File: src/rtl/reward_unit_pkg.sv
`default_nettype none
// +----------------------------------------------------------------------------+
// | Module   : eer_pkg                                                         |
// | Purpose  : Shared widths, packet types, FSM states and the reply-rule      |
// |            decoder for the EER-RL-HM reward/reply packet builder.          |
// | Revision : 1.0                                                             |
// +----------------------------------------------------------------------------+
package eer_pkg;

    localparam int WORD_WIDTH = 16;
    localparam int NT_INDEX_W = 6;

    localparam logic [15:0] BROADCAST_ID = 16'hFFFF;
    localparam logic [15:0] HOPS_INF     = 16'hFFFF;

    typedef enum logic [2:0] {
        PKT_HB   = 3'd0,
        PKT_CHE  = 3'd1,
        PKT_INV  = 3'd2,
        PKT_MR   = 3'd3,
        PKT_DATA = 3'd4,
        PKT_ACK  = 3'd5
    } pkt_type_t;

    // FSM encoding, kept as plain constants so older sinks can decode it
    localparam logic [2:0] ST_IDLE   = 3'd0;
    localparam logic [2:0] ST_DECODE = 3'd1;
    localparam logic [2:0] ST_SCAN   = 3'd2;
    localparam logic [2:0] ST_BUILD  = 3'd3;
    localparam logic [2:0] ST_DONE   = 3'd4;

    typedef enum logic [1:0] {
        DEST_BCAST = 2'd0,  // broadcast
        DEST_CH    = 2'd1,  // our chosen cluster head
        DEST_SRC   = 2'd2,  // sender of the incoming packet
        DEST_HOP   = 2'd3   // next hop from table scan, falling back to CH
    } dest_sel_t;

    typedef struct packed {
        logic      build;
        logic      scan;
        pkt_type_t pktType;
        dest_sel_t destSel;
    } action_t;

    // Maps incoming packet type and own state to the reply to be built.
    // A pending data packet is only forwarded when we are not the target;
    // an ACK to the sender always wins over our own data.
    function automatic action_t decodeAction(input logic [2:0] fType,
                                             input logic       role,
                                             input logic       iAmDest,
                                             input logic       iHaveData);
        action_t a;
        a = '{build: 1'b0, scan: 1'b0, pktType: PKT_HB, destSel: DEST_BCAST};
        case (fType)
            PKT_HB: begin
                a.build = 1'b1;
                if (iHaveData && !iAmDest) begin
                    a.scan    = 1'b1;
                    a.pktType = PKT_DATA;
                    a.destSel = DEST_HOP;
                end
            end
            PKT_CHE: begin
                a.build   = 1'b1;
                a.pktType = role ? PKT_INV : PKT_CHE;
            end
            PKT_INV: begin
                if (!role) begin
                    a.build   = 1'b1;
                    a.pktType = PKT_MR;
                    a.destSel = DEST_CH;
                end
            end
            PKT_MR: begin
                if (iAmDest) begin
                    a.build   = 1'b1;
                    a.pktType = PKT_ACK;
                    a.destSel = DEST_SRC;
                end
            end
            PKT_DATA: begin
                if (iAmDest) begin
                    a.build   = 1'b1;
                    a.pktType = PKT_ACK;
                    a.destSel = DEST_SRC;
                end else if (iHaveData) begin
                    a.build   = 1'b1;
                    a.scan    = 1'b1;
                    a.pktType = PKT_DATA;
                    a.destSel = DEST_HOP;
                end
            end
            default: ;
        endcase
        return a;
    endfunction

endpackage
`default_nettype wire

File: src/rtl/reward_unit_if.sv
`default_nettype none
// +----------------------------------------------------------------------------+
// | Module   : reward_unit_if                                                  |
// | Purpose  : Node state, filtered packet fields, neighbor-table read port    |
// |            and outgoing reward-packet fields of the reward unit.           |
// | Revision : 1.0                                                             |
// +----------------------------------------------------------------------------+
interface reward_unit_if #(
    parameter int WORD_WIDTH = eer_pkg::WORD_WIDTH,
    parameter int NT_INDEX_W = eer_pkg::NT_INDEX_W
);
    // control and own node state
    logic                  en;
    logic [2:0]            fPacketType;
    logic [WORD_WIDTH-1:0] myEnergy;
    logic                  iHaveData;
    logic                  iAmDestination;
    logic [WORD_WIDTH-1:0] myNodeID;
    logic [WORD_WIDTH-1:0] hopsFromSink;
    logic [WORD_WIDTH-1:0] myQValue;
    logic                  role;
    logic                  low_E;
    // filtered incoming packet
    logic [WORD_WIDTH-1:0] fSourceID;
    logic [WORD_WIDTH-1:0] fSourceHops;
    logic [WORD_WIDTH-1:0] fQValue;
    logic [WORD_WIDTH-1:0] fEnergyLeft;
    logic [WORD_WIDTH-1:0] fHopsFromCH;
    logic [WORD_WIDTH-1:0] fChosenCH;
    // KCH / QTUFMB results
    logic [WORD_WIDTH-1:0] chosenCH;
    logic [WORD_WIDTH-1:0] hopsFromCH;
    logic [WORD_WIDTH-1:0] chosenHop;
    // neighbor table
    logic [4:0]            neighborCount;
    logic [WORD_WIDTH-1:0] mNodeID;
    logic [WORD_WIDTH-1:0] mNodeHops;
    logic [WORD_WIDTH-1:0] mNodeQValue;
    logic [WORD_WIDTH-1:0] mNodeEnergy;
    logic [WORD_WIDTH-1:0] mNodeCHHops;
    logic [NT_INDEX_W-1:0] nTableIndex_reward;
    // outgoing reward packet
    logic [WORD_WIDTH-1:0] rSourceID;
    logic [WORD_WIDTH-1:0] rEnergyLeft;
    logic [WORD_WIDTH-1:0] rQValue;
    logic [WORD_WIDTH-1:0] rSourceHops;
    logic [WORD_WIDTH-1:0] rDestinationID;
    logic [WORD_WIDTH-1:0] rChosenCH;
    logic [WORD_WIDTH-1:0] rHopsFromCH;
    logic [2:0]            rPacketType;
    logic                  reward_done;

    modport master (
        output en, fPacketType, myEnergy, iHaveData, iAmDestination, myNodeID,
               hopsFromSink, myQValue, role, low_E, fSourceID, fSourceHops,
               fQValue, fEnergyLeft, fHopsFromCH, fChosenCH, chosenCH,
               hopsFromCH, chosenHop, neighborCount, mNodeID, mNodeHops,
               mNodeQValue, mNodeEnergy, mNodeCHHops,
        input  nTableIndex_reward, rSourceID, rEnergyLeft, rQValue, rSourceHops,
               rDestinationID, rChosenCH, rHopsFromCH, rPacketType, reward_done
    );

    modport slave (
        input  en, fPacketType, myEnergy, iHaveData, iAmDestination, myNodeID,
               hopsFromSink, myQValue, role, low_E, fSourceID, fSourceHops,
               fQValue, fEnergyLeft, fHopsFromCH, fChosenCH, chosenCH,
               hopsFromCH, chosenHop, neighborCount, mNodeID, mNodeHops,
               mNodeQValue, mNodeEnergy, mNodeCHHops,
        output nTableIndex_reward, rSourceID, rEnergyLeft, rQValue, rSourceHops,
               rDestinationID, rChosenCH, rHopsFromCH, rPacketType, reward_done
    );
endinterface
`default_nettype wire

File: src/rtl/reward_unit_nt_scan.sv
`default_nettype none
// +----------------------------------------------------------------------------+
// | Module   : reward_nt_scan                                                  |
// | Purpose  : Walks the neighbor table one entry per clock looking for the    |
// |            chosen next hop; reports a hit and the last-entry condition.    |
// | Revision : 1.0                                                             |
// +----------------------------------------------------------------------------+
module reward_nt_scan #(
    parameter int WORD_WIDTH = 16,
    parameter int NT_INDEX_W = 6
) (
    input  wire logic                  clk,
    input  wire logic                  nrst,
    input  wire logic                  i_active,
    input  wire logic [WORD_WIDTH-1:0] i_chosenHop,
    input  wire logic [4:0]            i_neighborCount,
    input  wire logic [WORD_WIDTH-1:0] i_entryID,
    output logic      [NT_INDEX_W-1:0] o_index,
    output logic                       o_found,
    output logic                       o_last
);
    logic [NT_INDEX_W-1:0] r_index;
    logic [NT_INDEX_W-1:0] w_lastIdx;

    // Entry data is a combinational read, so the match is judged in the same cycle
    assign w_lastIdx = NT_INDEX_W'(i_neighborCount) - NT_INDEX_W'(1);
    assign o_found   = i_active && (i_entryID == i_chosenHop);
    assign o_last    = (r_index == w_lastIdx);
    assign o_index   = r_index;

    // Advance while scanning; park at 0 once the scan ends or is idle
    always_ff @(posedge clk or posedge nrst) begin
        if (nrst) begin
            r_index <= '0;
        end else if (i_active && !o_found && !o_last) begin
            r_index <= r_index + NT_INDEX_W'(1);
        end else begin
            r_index <= '0;
        end
    end
endmodule
`default_nettype wire

File: src/rtl/reward_unit.sv
`default_nettype none
// +----------------------------------------------------------------------------+
// | Module   : reward_unit                                                     |
// | Purpose  : Builds the reply/reward packet fields from the filtered         |
// |            incoming packet and own node state, with optional next-hop      |
// |            lookup in the neighbor table.                                   |
// | Revision : 1.0                                                             |
// +----------------------------------------------------------------------------+
module reward_unit
    import eer_pkg::*;
#(
    parameter int WORD_WIDTH = eer_pkg::WORD_WIDTH,
    parameter int NT_INDEX_W = eer_pkg::NT_INDEX_W
) (
    input wire logic    clk,
    input wire logic    nrst,
    reward_unit_if.slave bus
);
    logic [2:0]            r_state;
    // request snapshot taken in DECODE
    logic [2:0]            r_fType;
    logic                  r_role, r_amDest, r_haveData, r_lowE, r_found;
    logic [WORD_WIDTH-1:0] r_myNodeID, r_myEnergy, r_hopsFromSink, r_myQValue;
    logic [WORD_WIDTH-1:0] r_fSourceID, r_chosenCH, r_hopsFromCH, r_chosenHop;
    logic [4:0]            r_neighborCount;
    // outgoing packet
    logic [WORD_WIDTH-1:0] r_rSourceID, r_rEnergyLeft, r_rQValue, r_rSourceHops;
    logic [WORD_WIDTH-1:0] r_rDestinationID, r_rChosenCH, r_rHopsFromCH;
    logic [2:0]            r_rPacketType;
    logic                  r_done;

    action_t               w_liveAct, w_act;
    logic [WORD_WIDTH-1:0] w_dest;
    logic [NT_INDEX_W-1:0] w_index;
    logic                  w_hit, w_last;

    // Live decode only chooses between SCAN and BUILD; the build uses the snapshot
    assign w_liveAct = decodeAction(bus.fPacketType, bus.role, bus.iAmDestination, bus.iHaveData);
    assign w_act     = decodeAction(r_fType, r_role, r_amDest, r_haveData);

    reward_nt_scan #(
        .WORD_WIDTH (WORD_WIDTH),
        .NT_INDEX_W (NT_INDEX_W)
    ) u_scan (
        .clk             (clk),
        .nrst            (nrst),
        .i_active        (r_state == ST_SCAN),
        .i_chosenHop     (r_chosenHop),
        .i_neighborCount (r_neighborCount),
        .i_entryID       (bus.mNodeID),
        .o_index         (w_index),
        .o_found         (w_hit),
        .o_last          (w_last)
    );

    // Destination for the packet being built; a missed lookup falls back to the CH
    always_comb begin
        w_dest = BROADCAST_ID;
        case (w_act.destSel)
            DEST_BCAST: w_dest = BROADCAST_ID;
            DEST_CH:    w_dest = r_chosenCH;
            DEST_SRC:   w_dest = r_fSourceID;
            DEST_HOP:   w_dest = r_found ? r_chosenHop : r_chosenCH;
            default:    w_dest = BROADCAST_ID;
        endcase
    end

    // Sequencing, request snapshot and lookup result
    always_ff @(posedge clk or posedge nrst) begin
        if (nrst) begin
            r_state         <= ST_IDLE;
            r_fType         <= '0;
            r_role          <= 1'b0;
            r_amDest        <= 1'b0;
            r_haveData      <= 1'b0;
            r_lowE          <= 1'b0;
            r_found         <= 1'b0;
            r_myNodeID      <= '0;
            r_myEnergy      <= '0;
            r_hopsFromSink  <= '0;
            r_myQValue      <= '0;
            r_fSourceID     <= '0;
            r_chosenCH      <= '0;
            r_hopsFromCH    <= '0;
            r_chosenHop     <= '0;
            r_neighborCount <= '0;
            r_done          <= 1'b0;
        end else begin
            r_done <= (r_state == ST_BUILD);
            case (r_state)
                ST_IDLE: begin
                    if (bus.en) r_state <= ST_DECODE;
                end
                ST_DECODE: begin
                    r_fType         <= bus.fPacketType;
                    r_role          <= bus.role;
                    r_amDest        <= bus.iAmDestination;
                    r_haveData      <= bus.iHaveData;
                    r_lowE          <= bus.low_E;
                    r_myNodeID      <= bus.myNodeID;
                    r_myEnergy      <= bus.myEnergy;
                    r_hopsFromSink  <= bus.hopsFromSink;
                    r_myQValue      <= bus.myQValue;
                    r_fSourceID     <= bus.fSourceID;
                    r_chosenCH      <= bus.chosenCH;
                    r_hopsFromCH    <= bus.hopsFromCH;
                    r_chosenHop     <= bus.chosenHop;
                    r_neighborCount <= bus.neighborCount;
                    r_found         <= 1'b0;
                    r_state <= (w_liveAct.scan && (bus.neighborCount != 5'd0)) ? ST_SCAN : ST_BUILD;
                end
                ST_SCAN: begin
                    if (w_hit) begin
                        r_found <= 1'b1;
                        r_state <= ST_BUILD;
                    end else if (w_last) begin
                        r_state <= ST_BUILD;
                    end
                end
                ST_BUILD: r_state <= ST_DONE;
                ST_DONE:  r_state <= ST_IDLE;
                default:  r_state <= ST_IDLE;
            endcase
        end
    end

    // Packet fields change only when a reply is actually built; otherwise they hold
    always_ff @(posedge clk or posedge nrst) begin
        if (nrst) begin
            r_rSourceID      <= '0;
            r_rEnergyLeft    <= '0;
            r_rQValue        <= '0;
            r_rSourceHops    <= '0;
            r_rDestinationID <= BROADCAST_ID;
            r_rChosenCH      <= '0;
            r_rHopsFromCH    <= HOPS_INF;
            r_rPacketType    <= '0;
        end else if ((r_state == ST_BUILD) && w_act.build) begin
            r_rSourceID      <= r_myNodeID;
            r_rEnergyLeft    <= r_myEnergy;
            // advertising Q=0 steers neighbors away from a depleted node
            r_rQValue        <= r_lowE ? '0 : r_myQValue;
            r_rSourceHops    <= r_hopsFromSink;
            r_rDestinationID <= w_dest;
            r_rChosenCH      <= r_role ? r_myNodeID : r_chosenCH;
            r_rHopsFromCH    <= r_role ? '0 : r_hopsFromCH;
            r_rPacketType    <= w_act.pktType;
        end
    end

    assign bus.rSourceID          = r_rSourceID;
    assign bus.rEnergyLeft        = r_rEnergyLeft;
    assign bus.rQValue            = r_rQValue;
    assign bus.rSourceHops        = r_rSourceHops;
    assign bus.rDestinationID     = r_rDestinationID;
    assign bus.rChosenCH          = r_rChosenCH;
    assign bus.rHopsFromCH        = r_rHopsFromCH;
    assign bus.rPacketType        = r_rPacketType;
    assign bus.nTableIndex_reward = w_index;
    assign bus.reward_done        = r_done;
endmodule
`default_nettype wire

File: src/flat_wrapper.sv
// flat-port wrapper written by rule: the top's interface ports become plain ports
module reward_unit_flat import eer_pkg::*;
#(
    parameter int WORD_WIDTH = eer_pkg::WORD_WIDTH,
    parameter int NT_INDEX_W = eer_pkg::NT_INDEX_W
)
  (clk, nrst, bus_en, bus_fPacketType, bus_myEnergy, bus_iHaveData, bus_iAmDestination, bus_myNodeID, bus_hopsFromSink, bus_myQValue, bus_role, bus_low_E, bus_fSourceID, bus_fSourceHops, bus_fQValue, bus_fEnergyLeft, bus_fHopsFromCH, bus_fChosenCH, bus_chosenCH, bus_hopsFromCH, bus_chosenHop, bus_neighborCount, bus_mNodeID, bus_mNodeHops, bus_mNodeQValue, bus_mNodeEnergy, bus_mNodeCHHops, bus_nTableIndex_reward, bus_rSourceID, bus_rEnergyLeft, bus_rQValue, bus_rSourceHops, bus_rDestinationID, bus_rChosenCH, bus_rHopsFromCH, bus_rPacketType, bus_reward_done);
  reward_unit_if #(.WORD_WIDTH(WORD_WIDTH), .NT_INDEX_W(NT_INDEX_W)) bus_i ();
  input wire logic clk;
  input wire logic nrst;
  input wire logic [$bits(bus_i.en)-1:0] bus_en;
  input wire logic [$bits(bus_i.fPacketType)-1:0] bus_fPacketType;
  input wire logic [$bits(bus_i.myEnergy)-1:0] bus_myEnergy;
  input wire logic [$bits(bus_i.iHaveData)-1:0] bus_iHaveData;
  input wire logic [$bits(bus_i.iAmDestination)-1:0] bus_iAmDestination;
  input wire logic [$bits(bus_i.myNodeID)-1:0] bus_myNodeID;
  input wire logic [$bits(bus_i.hopsFromSink)-1:0] bus_hopsFromSink;
  input wire logic [$bits(bus_i.myQValue)-1:0] bus_myQValue;
  input wire logic [$bits(bus_i.role)-1:0] bus_role;
  input wire logic [$bits(bus_i.low_E)-1:0] bus_low_E;
  input wire logic [$bits(bus_i.fSourceID)-1:0] bus_fSourceID;
  input wire logic [$bits(bus_i.fSourceHops)-1:0] bus_fSourceHops;
  input wire logic [$bits(bus_i.fQValue)-1:0] bus_fQValue;
  input wire logic [$bits(bus_i.fEnergyLeft)-1:0] bus_fEnergyLeft;
  input wire logic [$bits(bus_i.fHopsFromCH)-1:0] bus_fHopsFromCH;
  input wire logic [$bits(bus_i.fChosenCH)-1:0] bus_fChosenCH;
  input wire logic [$bits(bus_i.chosenCH)-1:0] bus_chosenCH;
  input wire logic [$bits(bus_i.hopsFromCH)-1:0] bus_hopsFromCH;
  input wire logic [$bits(bus_i.chosenHop)-1:0] bus_chosenHop;
  input wire logic [$bits(bus_i.neighborCount)-1:0] bus_neighborCount;
  input wire logic [$bits(bus_i.mNodeID)-1:0] bus_mNodeID;
  input wire logic [$bits(bus_i.mNodeHops)-1:0] bus_mNodeHops;
  input wire logic [$bits(bus_i.mNodeQValue)-1:0] bus_mNodeQValue;
  input wire logic [$bits(bus_i.mNodeEnergy)-1:0] bus_mNodeEnergy;
  input wire logic [$bits(bus_i.mNodeCHHops)-1:0] bus_mNodeCHHops;
  output wire logic [$bits(bus_i.nTableIndex_reward)-1:0] bus_nTableIndex_reward;
  output wire logic [$bits(bus_i.rSourceID)-1:0] bus_rSourceID;
  output wire logic [$bits(bus_i.rEnergyLeft)-1:0] bus_rEnergyLeft;
  output wire logic [$bits(bus_i.rQValue)-1:0] bus_rQValue;
  output wire logic [$bits(bus_i.rSourceHops)-1:0] bus_rSourceHops;
  output wire logic [$bits(bus_i.rDestinationID)-1:0] bus_rDestinationID;
  output wire logic [$bits(bus_i.rChosenCH)-1:0] bus_rChosenCH;
  output wire logic [$bits(bus_i.rHopsFromCH)-1:0] bus_rHopsFromCH;
  output wire logic [$bits(bus_i.rPacketType)-1:0] bus_rPacketType;
  output wire logic [$bits(bus_i.reward_done)-1:0] bus_reward_done;
  assign bus_i.en = bus_en;
  assign bus_i.fPacketType = bus_fPacketType;
  assign bus_i.myEnergy = bus_myEnergy;
  assign bus_i.iHaveData = bus_iHaveData;
  assign bus_i.iAmDestination = bus_iAmDestination;
  assign bus_i.myNodeID = bus_myNodeID;
  assign bus_i.hopsFromSink = bus_hopsFromSink;
  assign bus_i.myQValue = bus_myQValue;
  assign bus_i.role = bus_role;
  assign bus_i.low_E = bus_low_E;
  assign bus_i.fSourceID = bus_fSourceID;
  assign bus_i.fSourceHops = bus_fSourceHops;
  assign bus_i.fQValue = bus_fQValue;
  assign bus_i.fEnergyLeft = bus_fEnergyLeft;
  assign bus_i.fHopsFromCH = bus_fHopsFromCH;
  assign bus_i.fChosenCH = bus_fChosenCH;
  assign bus_i.chosenCH = bus_chosenCH;
  assign bus_i.hopsFromCH = bus_hopsFromCH;
  assign bus_i.chosenHop = bus_chosenHop;
  assign bus_i.neighborCount = bus_neighborCount;
  assign bus_i.mNodeID = bus_mNodeID;
  assign bus_i.mNodeHops = bus_mNodeHops;
  assign bus_i.mNodeQValue = bus_mNodeQValue;
  assign bus_i.mNodeEnergy = bus_mNodeEnergy;
  assign bus_i.mNodeCHHops = bus_mNodeCHHops;
  assign bus_nTableIndex_reward = bus_i.nTableIndex_reward;
  assign bus_rSourceID = bus_i.rSourceID;
  assign bus_rEnergyLeft = bus_i.rEnergyLeft;
  assign bus_rQValue = bus_i.rQValue;
  assign bus_rSourceHops = bus_i.rSourceHops;
  assign bus_rDestinationID = bus_i.rDestinationID;
  assign bus_rChosenCH = bus_i.rChosenCH;
  assign bus_rHopsFromCH = bus_i.rHopsFromCH;
  assign bus_rPacketType = bus_i.rPacketType;
  assign bus_reward_done = bus_i.reward_done;
  reward_unit #(.WORD_WIDTH(WORD_WIDTH), .NT_INDEX_W(NT_INDEX_W)) u_core (.clk(clk), .nrst(nrst), .bus(bus_i));
endmodule
File: config.mk
export PLATFORM = sky130hd
export DESIGN_NAME = reward_unit_flat
export DESIGN_NICKNAME = d
export VERILOG_FILES = /design/src/rtl/reward_unit_pkg.sv /design/src/rtl/reward_unit_if.sv /design/src/rtl/reward_unit_nt_scan.sv /design/src/rtl/reward_unit.sv /design/src/flat_wrapper.sv
export SDC_FILE = /design/constraint.sdc
export NUM_CORES = 1
export LEC_CHECK = 0
export CAP_MARGIN = 40
export CORE_ASPECT_RATIO = 1.5
export CORE_MARGIN = 10
export CORE_UTILIZATION = 35
export DETAILED_ROUTE_END_ITERATION = 8
export PLACE_DENSITY = 0.66
export SETUP_SLACK_MARGIN = 0.05
export SLEW_MARGIN = 20
export SYNTH_ARGS = -nofsm -noshare
export SYNTH_HDL_FRONTEND = slang
export SYNTH_SLANG_ARGS = --single-unit
File: constraint.sdc
create_clock -name clk -period 21.6 [get_ports clk]
set_input_delay 2.16 -clock clk [delete_from_list [all_inputs] [get_ports clk]]
set_output_delay 2.16 -clock clk [all_outputs]
set_load 0.005 [all_outputs]
# Yosys cells after proc, flatten, opt, wreduce, memory -nomap -nowiden
# Cells that the tools add are included.
[classes]
add_sub_neg = 2
eq_ne = 16
n_reduce_logical = 20
mux = 29
[ops]
columns = ["op", "count"]
rows = [
  ["$mux 16", 4],
  ["$pmux 16 s4", 1],
  ["$mux 6", 3],
  ["$eq 16x16->1", 1],
  ["$mux 5", 3],
  ["$pmux 3 s5", 1],
  ["$eq 3x2->1 const B", 4],
  ["$pmux 3 s4", 1],
  ["$logic_not 3->1", 3],
  ["$mux 3", 3],
  ["$pmux 2 s4", 1],
  ["$logic_and 1x1->1", 7],
  ["$mux 7", 1],
  ["$add 6x1->6 const B", 1],
  ["$eq 3x1->1 const B", 2],
  ["$eq 3x3->1 const B", 2],
  ["$eq 6x6->1", 1],
  ["$mux 1", 6],
  ["$sub 5x1->6 const B", 1],
  ["$reduce_bool 5->1", 1],
  ["$eq 2x2->1 const B", 2],
  ["$logic_not 1->1", 4],
  ["$mux 4", 1],
  ["$pmux 1 s2", 2],
  ["10 further kinds", 11],
]
[word_totals]
input_bits = 303
ff_bits = 266
output_inout_bits = 122

# Depth between registers and ports, before layout
[depth]
depth_word = 7
ltp_mapped = 10

# Modules after synthesis
# Synthesis repeated with hierarchy kept, for this count alone.
[unflattened]
cells_unflattened = 780
area_unflattened_um2 = 11318.4
[by_module_without_submodules]
columns = ["mod", "cells_each", "seq_area_each_um2", "instances", "area_per_inst_um2"]
rows = [
  ["reward_unit", 705, 6546.3, 1, 10639.0],
  ["reward_nt_scan", 75, 150.1, 1, 679.4],
]

# Least setup slack after synthesis
# Ideal clock, no wire load.
[synth_timing]
kind = "input port to flip-flop"
start = "in bus_mNodeID[9]"
end = "reg u_core.r_state[0]"
path_stages = 5
required_time_ns = 21.533
arrival_time_ns = 3.129
path_slack_ns = 18.405
path_cell_list = "xnor2_1 nand4_1 nor4_1 a311o_1 and3b_1"
[synth_via]
elab_chain_len = 4
word_cells_on_any_way = 6
cone_classes = "2 x eq/ne; 2 x mux; 2 x reduce/logical"
[synth_lines]
columns = ["element", "line_no", "source"]
rows = [
  ["start, declared", "flat_wrapper.sv:31", "input wire logic [$bits(bus_i.mNodeID)-1:0] bus_mNodeID;"],
  ["$eq 16x16->1 *", "reward_unit_nt_scan.sv:27", "assign o_found = i_active && (i_entryID == i_chosenHop);"],
  ["$logic_and 1x1->1 *", "reward_unit_nt_scan.sv:27", ""],
  ["$mux 3 or $ne 3x1->1 (tied branches)", "-", ""],
  ["$pmux 3 s4 or $reduce_and 2->1 (tied branches)", "-", ""],
  ["end signal, assigned", "reward_unit.sv:110", "r_state <= (w_liveAct.scan && (bus.neighborCount != 5'd0)) ? ST_SCAN : ST_BUILD;"],
  ["end, declared", "reward_unit.sv:19", "logic [2:0] r_state;"],
]
# Mark *: on every way between the ends. The rest lies on a longest branch, timed or not.
# A chain may end at the register's enable or synchronous reset.

==> summary.md <==
| Metric | Value |
|---|---|
| Met3 Resource Use GR | slightly above 4% |
| Top area cells in the synthesized netlist | sky130_fd_sc_hd__dfrtp_1, sky130_fd_sc_hd__mux2_2, sky130_fd_sc_hd__nand2_1 |
| Top-area cell type share of the netlist area | between 50% and 60% |
| Post-DR vias/cell | between 4 and 5 |
| Clock-pin transition on the worst setup and hold timing paths | approximately 0.06 ns |
| Number of failing hold endpoints at the final stage | 0 |
| Number of standard cells after synthesis | a little over 900 |
| CP Launch Type | input pin |
| CTS buffer count | 26 |
| Clock Sink Count | around 270 |
| Post-detailed-placement cell area | 14210 um2 |
| Antenna violations before repair | 5 |
| Clock Tree Root | sky130_fd_sc_hd__clkbuf_16 |
| Number of levels in the clock H-tree | 1 |
| Total routing resource utilization after global routing | approximately 16% |
| Remaining design rule violation count | 0 |
| Final-stage net count | 1500 |
| Combinational share of power | between 30% and 40% |
| Main flop type after synthesis | sky130_fd_sc_hd__dfrtp_1 |
| PD cells | roughly 150 nW/um2 |
| Peak supply drop | ~70 uV |
| Area grow syn2layout | 38.37% |
| Met2 usage | about a quarter |
| Yosys synthesis warning count | 0 |
| Number of flops mapped to enable cells by yosys | 0 |
| Post-synthesis area per instance | between 10 and 15 um2 |
| Highest-count cells in the layout ignoring fill and taps | sky130_fd_sc_hd__clkdlybuf4s50_1, sky130_fd_sc_hd__nand2_1, sky130_fd_sc_hd__dfrtp_1 |
| Layout Skew | about 0.018 ns |
| Initial cell density of the core | a little over a third |
| Synth area leader | sky130_fd_sc_hd__dfrtp_1 |
| Data required time of the worst path | 22.33 ns |
| Die extent in x | 165.1 um |
| Total Wirelength | 32.21 mm |
| Pre-antenna DRT Iters | 7 |
| Sum of overflow across all layers after global routing | 0 |
| Most common cell after layout, fill and taps aside | sky130_fd_sc_hd__clkdlybuf4s50_1 |
| Skew-Pair Late Insertion Delay | between 0.5 and 0.6 ns |
| Buffer count from post-CTS setup fixing | 0 |
| Top fanout value on the critical path | between 90 and 100 |
| Arrival time reported for the critical path endpoint | approximately 4.8 ns |
| Total design power | between 2 and 2.5 mW |
| Endpoint type of the worst setup path | asynchronous set/reset pin |
| Register area share after synthesis | about three fifths |
| Leakage power figure | approximately 6.6 nW |
| Core region area | just over 30000 um2 |
| Wire length per cell | just under 20 um |
| Synth Register Bits | approximately 270 |
| Fraction of the cycle the final worst path needs | between 10% and 20% |
| Cell area after synthesis | between 10000 and 15000 um2 |
| Unrepaired setup endpoints after global routing | false |
| Count of different cell masters after synthesis | 44 |
| Max cap viols | 0 |
| Peak-usage layer in the global routing report | met2 |
| Outcome | finished clean |
| Area of all placed cells without fillers | ~15000 um2 |
| Worst Setup Path Type | input pin to asynchronous set/reset pin |
| Initial detailed-routing violation count | roughly 380 |
| Cell Rows | about 80 |
| Final estimated routing congestion in global placement | 0.7703 |
| Sw Pwr | ~720 uW |
| Slew Limit Headroom | a little under half |
| Total Negative Setup Slacks | 0 ns |
| Clock tree buffer depth | 3 |
| Hold buffer count at CTS | 0 |
| Total via count in the routed design | between 7000 and 8000 |
| Via count of the first global-routing pass | about 8200 |
| Fraction of final layout cells with drive strength greater than 1 | between 20% and 30% |
| Ports placed on the boundary | between 400 and 500 |
| Slew @ Worst Pin | approximately 0.79 ns |
| # resized after CTS | 0 |
| Pin count of the biggest net entering global routing | 94 |
| Total count of max-transition violations in the final report | 0 |
| Switch share | 31.84% |
| Fraction of registers with async set or reset after synthesis | between 90% and 100% |
| Post-detailed-placement half-perimeter wirelength | 22.99 mm |
| Relative contribution of the clock network to total power | a little under a quarter |
| Met1 usage | 19.84% |
| Hold Crit Class | flop to flop |
| Final setup violating endpoints | 0 |
| TritonCTS clock tree | yes |
| Sequential group share of total power | between 40 and 50% |
| Global-route wire length before repair | ~49 mm |
| Maximum frequency from static timing analysis | around 250 MHz |
| Chip Height | ~240 um |
| Post-route ant nets | 0 |
| Count of input and output buffers | 280 |
| Area of the die | just under 40000 um2 |
| Number of nets in the synthesized netlist | between 1000 and 1500 |
| Worst hold slack | roughly 0.45 ns |
| Minimum period implied by the final worst setup slack | about 4.0 ns |
| Cell Int Power | about 1.5 mW |
[path summary, 6_finish.rpt]
check,from,to,slack [ns],cells after the start
worst max-delay path,nrst,u_core.bus.rSourceHops[11],17.56,7
worst min-delay path,u_core.bus.rHopsFromCH[6],u_core.bus.rHopsFromCH[6],0.45,2
worst max register to register,u_core.r_fType[0],u_core.bus.rDestinationID[4],18.85,6
worst min register to register,u_core.bus.rHopsFromCH[6],u_core.bus.rHopsFromCH[6],0.45,2
max in group clk,bus_mNodeID[9],u_core.r_state[0],17.68,6
min in group asynchronous,nrst,u_core.bus.rChosenCH[0],1.98,2
[cells in the mapped netlist (3+ instances only)]
cell type                  count
sky130_fd_sc_hd__dfstp_2      32
sky130_fd_sc_hd__clkbuf_1     14
sky130_fd_sc_hd__buf_4         5
sky130_fd_sc_hd__a22oi_2       9
sky130_fd_sc_hd__buf_2        23
sky130_fd_sc_hd__xor2_1        4
sky130_fd_sc_hd__a22oi_1       7
sky130_fd_sc_hd__mux2_2      137
sky130_fd_sc_hd__mux2i_1      16
sky130_fd_sc_hd__xnor2_1      24
sky130_fd_sc_hd__nand3b_1     33
sky130_fd_sc_hd__nor3_1        3
sky130_fd_sc_hd__dfrtp_1     234
sky130_fd_sc_hd__nand3_1       3
sky130_fd_sc_hd__nand2_1     250
sky130_fd_sc_hd__or3b_2        3
sky130_fd_sc_hd__inv_1         6
sky130_fd_sc_hd__nor2_1       29
sky130_fd_sc_hd__buf_6         9
sky130_fd_sc_hd__a31oi_1      18
sky130_fd_sc_hd__nand4_1       5
sky130_fd_sc_hd__and3b_1       4
sky130_fd_sc_hd__o21ai_0      30
[layer usage]
layer | wire length (um) | share of wire [%]
met2 | 15250 | 47
met3 | 2566 | 8.0
met1 | 13170 | 41
met5 | 0 | 0
met4 | 1211 | 3.8
[critical path, stage by stage]
cell	delay [ns]
sky130_fd_sc_hd__clkdlybuf4s50_1	0.49
sky130_fd_sc_hd__inv_8	0.25
sky130_fd_sc_hd__buf_16	0.37
sky130_fd_sc_hd__buf_4	0.42
sky130_fd_sc_hd__buf_16	0.31
sky130_fd_sc_hd__buf_4	0.28
sky130_fd_sc_hd__buf_16	0.29
[layout make-up]
cell class / instances / area [um2]
Sequential cell: 266 / 6698
Tap cell: 405 / 506.7
Inverter: 6 / 30.03
Fill cell: 2849 / 15850
Clock buffer: 40 / 803.3
Clock inverter: 7 / 171.4
Multi-Input combinational cell: 598 / 4019
Antenna cell: 5 / 12.51
Timing Repair Buffer: 297 / 3045
[per-stage QoR]
| step | worst slack (ns) | util (%) | std cells |
|---|---|---|---|
| floorplan | 12.17 | - | 923 |
| global placement | 16.34 | 45.36 | 1564 |
| detailed placement | 16.56 | 45.63 | 1568 |
| CTS | 17.16 | 48.76 | 1615 |
| global route | 17.26 | 49.09 | 1624 |
| finish | 17.56 | 49.09 | 1624 |
[registers in the layout, indices dropped and copies added, names as in the netlist, 3 cells and up]
signal / count
u_core.u_scan.o_index: 6
u_core.r_hopsFromCH: 16
u_core.bus.rHopsFromCH: 16
u_core.r_myQValue: 16
u_core.r_fSourceID: 16
u_core.bus.rDestinationID: 16
u_core.bus.rEnergyLeft: 16
u_core.bus.rSourceID: 16
u_core.bus.rChosenCH: 16
u_core.bus.rQValue: 16
u_core.r_chosenHop: 16
u_core.bus.rPacketType: 3
u_core.r_hopsFromSink: 16
u_core.r_neighborCount: 5
u_core.bus.rSourceHops: 16
u_core.r_myEnergy: 16
u_core.r_fType: 3
u_core.r_myNodeID: 16
u_core.r_chosenCH: 16
u_core.r_state: 3
[cell families (layout without fill, tap and decap cells)]
family	count (synthesis)	count (layout)	synth area share, %
AO/OA/AOI/OAI	72	72	4.610
other	0	5	0
buffers and inverters	59	350	3.160
AND/OR/NAND/NOR	343	343	13.75
flip-flops	266	266	60.62
XOR/XNOR	28	28	2.220
adder cells (fa/ha/maj)	2	2	0.2265
multiplexers	153	153	15.42
[power by group through the flow]
stage | registers, mW | logic (mW) | clock network, mW
6_report | 0.914 | 0.836 | 0.513
5_1_grt | 0.945 | 0.922 | 0.545
4_1_cts | 0.916 | 0.844 | 0.528
3_5_place_dp | 0.922 | 0.841 | 0
3_3_place_gp | 0.911 | 0.822 | 0
2_1_floorplan | 0.880 | 0.509 | 0
No activity file was read; power rests on OpenSTA's default activity.
